File: src/rtl/stream_demux_pkg.sv
// ============================================================================
// Module   : stream_demux_pkg
// Brief    : Shared constants, slot state encoding and handshake helper for
//            the stream demultiplexer.
// Revision : 1.0 - initial release
// ============================================================================
`default_nettype none

`ifndef STREAM_DEMUX_HS
`define STREAM_DEMUX_HS(v, r) ((v) & (r))
`endif

package stream_demux_pkg;

    localparam int COUNT_WIDTH = 8;

    typedef enum logic [0:0] {
        SLOT_EMPTY = 1'b0,
        SLOT_FULL  = 1'b1
    } slot_state_e;

    function automatic int num_ch(input int sel_width);
        return 2 ** sel_width;
    endfunction

endpackage

`default_nettype wire

File: src/rtl/stream_demux_if.sv
// ============================================================================
// Module   : stream_demux_if
// Brief    : Input stream plus per-channel output streams and counters.
// Revision : 1.0 - initial release
// ============================================================================
`default_nettype none

interface stream_demux_if #(
    parameter int SEL_WIDTH = 2,
    parameter int WIDTH     = 8
);
    import stream_demux_pkg::*;

    localparam int NUM_CH = num_ch(SEL_WIDTH);

    logic [WIDTH-1:0]              i_data;
    logic [SEL_WIDTH-1:0]          i_sel;
    logic                          i_valid;
    logic                          o_ready;
    logic [NUM_CH*WIDTH-1:0]       o_data;
    logic [NUM_CH-1:0]             o_valid;
    logic [NUM_CH-1:0]             i_ready;
    logic [NUM_CH*COUNT_WIDTH-1:0] o_count;

    // Producer/consumer side that drives the demux.
    modport master (
        output i_data, i_sel, i_valid, i_ready,
        input  o_ready, o_data, o_valid, o_count
    );

    modport slave (
        input  i_data, i_sel, i_valid, i_ready,
        output o_ready, o_data, o_valid, o_count
    );

endinterface

`default_nettype wire

File: src/rtl/stream_demux_slot.sv
// ============================================================================
// Module   : stream_demux_slot
// Brief    : One-entry register slice with load/drain logic and an 8-bit
//            delivered-beat counter.
// Revision : 1.0 - initial release
// ============================================================================
`default_nettype none

module stream_demux_slot
    import stream_demux_pkg::*;
#(
    parameter int WIDTH = 8
) (
    input  wire logic                   i_clk,
    input  wire logic                   i_rstn,
    input  wire logic                   i_load,
    input  wire logic [WIDTH-1:0]       i_data,
    input  wire logic                   i_ready,
    output logic                        o_valid,
    output logic [WIDTH-1:0]            o_data,
    output logic [COUNT_WIDTH-1:0]      o_count
);

    slot_state_e             r_state;
    logic [WIDTH-1:0]        r_data;
    logic [COUNT_WIDTH-1:0]  r_count;
    logic                    w_drain;

    assign w_drain = `STREAM_DEMUX_HS(r_state == SLOT_FULL, i_ready);

    always_ff @(posedge i_clk or negedge i_rstn) begin
        if (!i_rstn) begin
            r_state <= SLOT_EMPTY;
            r_data  <= '0;
            r_count <= '0;
        end else begin
            if (w_drain) begin
                r_count <= r_count + COUNT_WIDTH'(1);
            end
            // A load wins over a drain so back-to-back beats keep the slot full.
            if (i_load) begin
                r_state <= SLOT_FULL;
                r_data  <= i_data;
            end else if (w_drain) begin
                r_state <= SLOT_EMPTY;
            end
        end
    end

    assign o_valid = (r_state == SLOT_FULL);
    assign o_data  = r_data;
    assign o_count = r_count;

endmodule

`default_nettype wire

File: src/rtl/stream_demux.sv
// ============================================================================
// Module   : stream_demux
// Brief    : Routes each input beat to one of 2**SEL_WIDTH buffered output
//            channels selected per beat.
// Revision : 1.0 - initial release
// ============================================================================
`default_nettype none

module stream_demux
    import stream_demux_pkg::*;
#(
    parameter int SEL_WIDTH = 2,
    parameter int WIDTH     = 8
) (
    input  wire logic       i_clk,
    input  wire logic       i_rstn,
    stream_demux_if.slave   bus
);

    localparam int NUM_CH = num_ch(SEL_WIDTH);

    logic [NUM_CH-1:0]             w_load;
    logic [NUM_CH-1:0]             w_valid;
    logic [NUM_CH*WIDTH-1:0]       w_data;
    logic [NUM_CH*COUNT_WIDTH-1:0] w_count;
    logic                          w_ready;
    logic                          w_accept;

    // Ready depends only on the addressed slot; held low during reset.
    assign w_ready  = i_rstn & (~w_valid[bus.i_sel] | bus.i_ready[bus.i_sel]);
    assign w_accept = `STREAM_DEMUX_HS(bus.i_valid, w_ready);

    always_comb begin
        w_load             = '0;
        w_load[bus.i_sel]  = w_accept;
    end

    generate
        for (genvar k = 0; k < NUM_CH; k++) begin : g_slot
            stream_demux_slot #(
                .WIDTH (WIDTH)
            ) u_slot (
                .i_clk   (i_clk),
                .i_rstn  (i_rstn),
                .i_load  (w_load[k]),
                .i_data  (bus.i_data),
                .i_ready (bus.i_ready[k]),
                .o_valid (w_valid[k]),
                .o_data  (w_data[k*WIDTH +: WIDTH]),
                .o_count (w_count[k*COUNT_WIDTH +: COUNT_WIDTH])
            );
        end
    endgenerate

    assign bus.o_ready = w_ready;
    assign bus.o_valid = w_valid;
    assign bus.o_data  = w_data;
    assign bus.o_count = w_count;

endmodule

`default_nettype wire

File: src/flat_wrapper.sv
// flat-port wrapper written by rule: the top's interface ports become plain ports
module stream_demux_flat import stream_demux_pkg::*;
#(
    parameter int SEL_WIDTH = 2,
    parameter int WIDTH     = 8
)
  (i_clk, i_rstn, bus_i_data, bus_i_sel, bus_i_valid, bus_i_ready, bus_o_ready, bus_o_data, bus_o_valid, bus_o_count);
  stream_demux_if #(.SEL_WIDTH(SEL_WIDTH), .WIDTH(WIDTH)) bus_i ();
  input  wire logic i_clk;
  input  wire logic i_rstn;
  input wire logic [$bits(bus_i.i_data)-1:0] bus_i_data;
  input wire logic [$bits(bus_i.i_sel)-1:0] bus_i_sel;
  input wire logic [$bits(bus_i.i_valid)-1:0] bus_i_valid;
  input wire logic [$bits(bus_i.i_ready)-1:0] bus_i_ready;
  output wire logic [$bits(bus_i.o_ready)-1:0] bus_o_ready;
  output wire logic [$bits(bus_i.o_data)-1:0] bus_o_data;
  output wire logic [$bits(bus_i.o_valid)-1:0] bus_o_valid;
  output wire logic [$bits(bus_i.o_count)-1:0] bus_o_count;
  assign bus_i.i_data = bus_i_data;
  assign bus_i.i_sel = bus_i_sel;
  assign bus_i.i_valid = bus_i_valid;
  assign bus_i.i_ready = bus_i_ready;
  assign bus_o_ready = bus_i.o_ready;
  assign bus_o_data = bus_i.o_data;
  assign bus_o_valid = bus_i.o_valid;
  assign bus_o_count = bus_i.o_count;
  stream_demux #(.SEL_WIDTH(SEL_WIDTH), .WIDTH(WIDTH)) u_core (.i_clk(i_clk), .i_rstn(i_rstn), .bus(bus_i));
endmodule
File: config.mk
export PLATFORM = sky130hd
export DESIGN_NAME = stream_demux_flat
export DESIGN_NICKNAME = d
export VERILOG_FILES = /design/src/rtl/stream_demux_pkg.sv /design/src/rtl/stream_demux_if.sv /design/src/rtl/stream_demux_slot.sv /design/src/rtl/stream_demux.sv /design/src/flat_wrapper.sv
export SDC_FILE = /design/constraint.sdc
export NUM_CORES = 1
export LEC_CHECK = 0
export CORE_MARGIN = 10
export CORE_UTILIZATION = 35
export CTS_CLUSTER_DIAMETER = 200
export DETAILED_ROUTE_END_ITERATION = 8
export GPL_TIMING_DRIVEN = 0
export MAX_ROUTING_LAYER = met4
export SLEW_MARGIN = 5
export SYNTH_ARGS = -nofsm -noshare
export SYNTH_HDL_FRONTEND = slang
export SYNTH_SLANG_ARGS = --single-unit
File: constraint.sdc
create_clock -name i_clk -period 4.3 [get_ports i_clk]
set_clock_uncertainty 0.2 [all_clocks]
set_input_delay 0.86 -clock i_clk [delete_from_list [all_inputs] [get_ports i_clk]]
set_output_delay 0.86 -clock i_clk [all_outputs]
set_load 0.005 [all_outputs]
# Word level (Yosys, flattened, before mapping)
# Index checks and enable logic that the tools add are counted.
# op_classes
add_sub_neg,4
n_mul,0
n_div,0
n_lt_le_gt_ge,2
eq_ne,0
n_shift,0
mux,14
bitwise,9
reduce_logical,5
# ops
operator,n
$add A8 B1 Y8 const B,4
$mux W1,11
$reduce_bool A2 Y1,4
$and A1 B1 Y1,6
$and A4 B4 Y4,1
$bmux W1 S2,2
$lt A2 B3 Y1 const B,1
$demux W1 S2,1
$ge A2 B1 Y1 const B,1
$logic_and A1 B1 Y1,1
$not A1 Y1,1
$or A1 B1 Y1,1
# word_totals
regBits,68
latch_bits,0
ram_bits,0
mem_bits_ro,0
in_bits,17
mem_count,0

# Logic depth before layout (Yosys ltp)
# depth
ltp_word,8
depth_mapped,4
depth_no_buf,4

# Hierarchy
# From an unflattened synthesis, not the netlist that was laid out.
# hier_totals
hier_cells,209
hier_area_um2,2865.2
# by_module_without_submodules
module,n_inst,cells_per_inst,area_per_inst_um2
stream_demux_slot,4,48,690.7
stream_demux,1,17,102.6

# Worst setup path before layout
# OpenSTA, ideal clock, no wires.
# synth_timing
kind,input-to-output
from,input bus_i_sel[1]
to,output bus_o_ready
t_arrival_ns,1.606
t_required_ns,3.240
slack_ns,1.634
cell_stages,4
n_path_buf,1
path_cell_list,buf_6 -> or4bb_1 -> o311ai_0 -> a21oi_1
# synth_via
elab_chain_cells,5
elab_cells_between_ends,7
# synth_lines
item,line,rtl
from (decl),flat_wrapper.sv:12,input wire logic [$bits(bus_i.i_sel)-1:0] bus_i_sel;
$bmux W1 S2,stream_demux.sv:30,assign w_ready = i_rstn & (~w_valid[bus.i_sel] | bus.i_ready[bus.i_sel]);
$mux W1 (implied by the code),stream_demux.sv:30,
$not A1 Y1,stream_demux.sv:30,
$or A1 B1 Y1 *,stream_demux.sv:30,
$and A1 B1 Y1 *,stream_demux.sv:30,
to (decl),flat_wrapper.sv:15,output wire logic [$bits(bus_i.o_ready)-1:0] bus_o_ready;
# Mark *: on every way between the ends. The rest lies on a longest branch, timed or not. The select of a mux whose other input is x is not followed.

# Final worst setup path
# layout_timing
from,input bus_i_sel[0]
to,output bus_o_ready
# The elaborated chain is that of the path after synthesis.

==> metrics <==
leakage=1.79 nW; Layout area overhead=41.2%; commonest non-fill, non-tap cell in the layout=clkdlybuf4s50_1; count of final setup violators=0; Rows=32; status=finished, final reports clean; post-synth net total=225; crit path capture type=output pin; #FFs+latches synth=68; Synth Instances=204; vias in the first global route=2071; Sink Count=68; DP Worst Slack=0.636 ns; post-cts sizing count=0; CTS buffer count=9; kind of critical path=primary input to output pin; 1st-iter DRT viols=48; critical path fanouts, max=7; Tot GR Track Use=11.3%; vias per cell=4.69; minimum clock period=3.64 ns; Startpoint Class=primary input; most frequent cells in the layout=clkdlybuf4s50_1 (83), dfrtp_1 (68), mux2_2 (27); I/O Buffers=84; worst-path cell chain=clkdlybuf4s50_1 -> or4bb_1 -> o311ai_0 -> a21oi_1 -> clkdlybuf4s50_1; worst hold path type=flip-flop to flip-flop; Slew Limit Fails=0; post-CTS setup buffer count=0; yosys synthesis warning count=0; minimum hold slack=0.268 ns; Wirelength per Cell=16.1 µm; Required @ worst endpoint=3.24 ns; reg-to-reg startpoint=u_core.g_slot[2].u_slot.o_valid$_DFFE_PN0P_; antenna viol nets, final=0; Synth cell types=30; core box area=7850 µm²; DIE WIDTH=111 µm; gr ovfl total=0; starting density of the core=36.6%; Skew-Pair Late Insertion Delay=0.33 ns; first-pass GRT wire length=11000 µm; critical path arrival=2.58 ns; Clock Tree Buf Depth=2; largest net degree at the start of global routing=38; cell mode on critical path=clkdlybuf4s50_1; delay-heaviest family, CP=buffers and inverters; final worst-path cycle share=84.7%; die footprint=12200 µm²; flop2flop setup slack=2.38 ns; Die H=111 µm; initial antenna violation count=0; slowest stage cell on the critical path=clkdlybuf4s50_1; drt pass-1 iters=5; hold endpoint=u_core.g_slot[1].u_slot.o_count[7]$_DFFE_PN0P_; DRC=0; unrepaired setup endpoints after global routing=no; H-tree Lvls=3; TritonCTS clock tree=built; Ports=86; CP bufs+invs=2; Clock transition at path regs=0.07 ns; capture point of the worst reg-to-reg path=u_core.g_slot[2].u_slot.o_data[2]$_DFFE_PN0P_; Hold Startpoint=u_core.g_slot[1].u_slot.o_count[7]$_DFFE_PN0P_; max incr delay on CP=0.53 ns; ANT cells=0; Max IR drop VDD=0.240 mV; dpl hpwl=4800 µm; hold path depth=1; fmax=0.275 GHz; Mapped Avg Cell Area=14.1 µm²; Worst-Margin Slew=0.674 ns; Finished Core Util=51.6%; CTS Root Cell=clkbuf_8; Total Routed Length=6540 µm; overall power=1.93 mW; Final Hold Viols=0; nets=321; GP Congestion=0.707; max-cap violation count=0; r2r worst-path depth=3; Power Density=476 nW/µm²; FILL cells=730; fin worst setup slack=0.659 ns; Via Count=1908; post-synthesis sequential area ratio=59.3%; Slew headroom=54.9%; share of layout cells above drive strength 1=19.3%; cts hold-fix bufs=0; cell area after synthesis=2870 µm²
-- how the worst max path moves through the flow --
stage                            start     endpoint  slack (ns)  cells after the start
after floorplan           bus_i_sel[1]  bus_o_ready        1.63                      4
after global placement          i_rstn  bus_o_ready       -1.90                      4
after detailed placement  bus_i_sel[0]  bus_o_ready        0.64                      5
after CTS                 bus_i_sel[0]  bus_o_ready        0.65                      5
after global routing      bus_i_sel[0]  bus_o_ready        0.53                      5
final                     bus_i_sel[0]  bus_o_ready        0.66                      5
-- metal layers --
metal	track usage (%)	vias up	wire length [µm]
met4	5.01	0	95
met1	13.9	940	3130
met3	4.59	9	501
li1	-	900	-
met5	-	-	0
met2	15.9	59	2820
-- cell usage after synthesis, drive strengths merged --
| master | number | area (µm²) |
|---|---|---|
| nand2 | 15 | 58.8 |
| ha | 4 | 50.1 |
| mux2i | 1 | 10.0 |
| and4 | 3 | 26.3 |
| and2 | 3 | 18.8 |
| mux2 | 36 | 435 |
| nand3 | 4 | 20.0 |
| xor2 | 9 | 78.8 |
| nor4b | 1 | 23.8 |
| o21ai | 1 | 5.00 |
| or4bb | 1 | 11.3 |
| nor2 | 2 | 7.51 |
| or2 | 1 | 6.26 |
| nand4 | 10 | 62.6 |
| o311ai | 1 | 8.76 |
| nor2b | 1 | 6.26 |
| or4b | 1 | 10.0 |
| nand2b | 3 | 18.8 |
| nor3b | 1 | 18.8 |
| clkbuf | 2 | 7.51 |
| dfrtp | 68 | 1700 |
| buf | 6 | 52.6 |
| xnor2 | 19 | 166 |
| nor3 | 3 | 15.0 |
| and3 | 7 | 43.8 |
| a21oi | 1 | 5.00 |
-- logic make-up after synthesis --
family | share of synthesized area [%]
buffers and inverters | 2.09
AND/OR/NAND/NOR | 12.1
flip-flops | 59.3
AO/OA/AOI/OAI | 0.654
XOR/XNOR | 8.55
adder cells (fa/ha/maj) | 1.74
multiplexers | 15.5
-- report_power, final --
group | total [mW] | leakage [nW] | internal, mW | switching, mW
Sequential | 0.887 | 0.865 | 0.772 | 0.115
Combinational | 0.517 | 0.829 | 0.356 | 0.161
Clock | 0.524 | 0.0979 | 0.301 | 0.223
-- layout make-up --
class / count / area (µm²) / share of cell area, %
timing repair buffer: 85 / 858 / 21.2
clock buffer: 15 / 166 / 4.11
multi-input combinational: 128 / 1110 / 27.3
buffer: 8 / 60.1 / 1.48
tap: 102 / 128 / 3.15
sequential: 68 / 1700 / 42.0
clock inverter: 1 / 30.0 / 0.741
-- registers in the layout, indices dropped and copies added, names as in the netlist --
name,flops
u_core.g_slot.u_slot.o_count,32
u_core.g_slot.u_slot.o_data,32
u_core.g_slot.u_slot.o_valid,4
-- per-stage QoR --
stage,setup TNS [ns],cell area (µm²),cells
6_report,0,4050,407
3_5_place_dp,0,3850,391
5_1_grt,0,4050,407
3_3_place_gp,-69.71,3840,390
4_1_cts,0,4050,407
2_1_floorplan,0,2870,204
No activity file was read; power rests on OpenSTA's default activity.
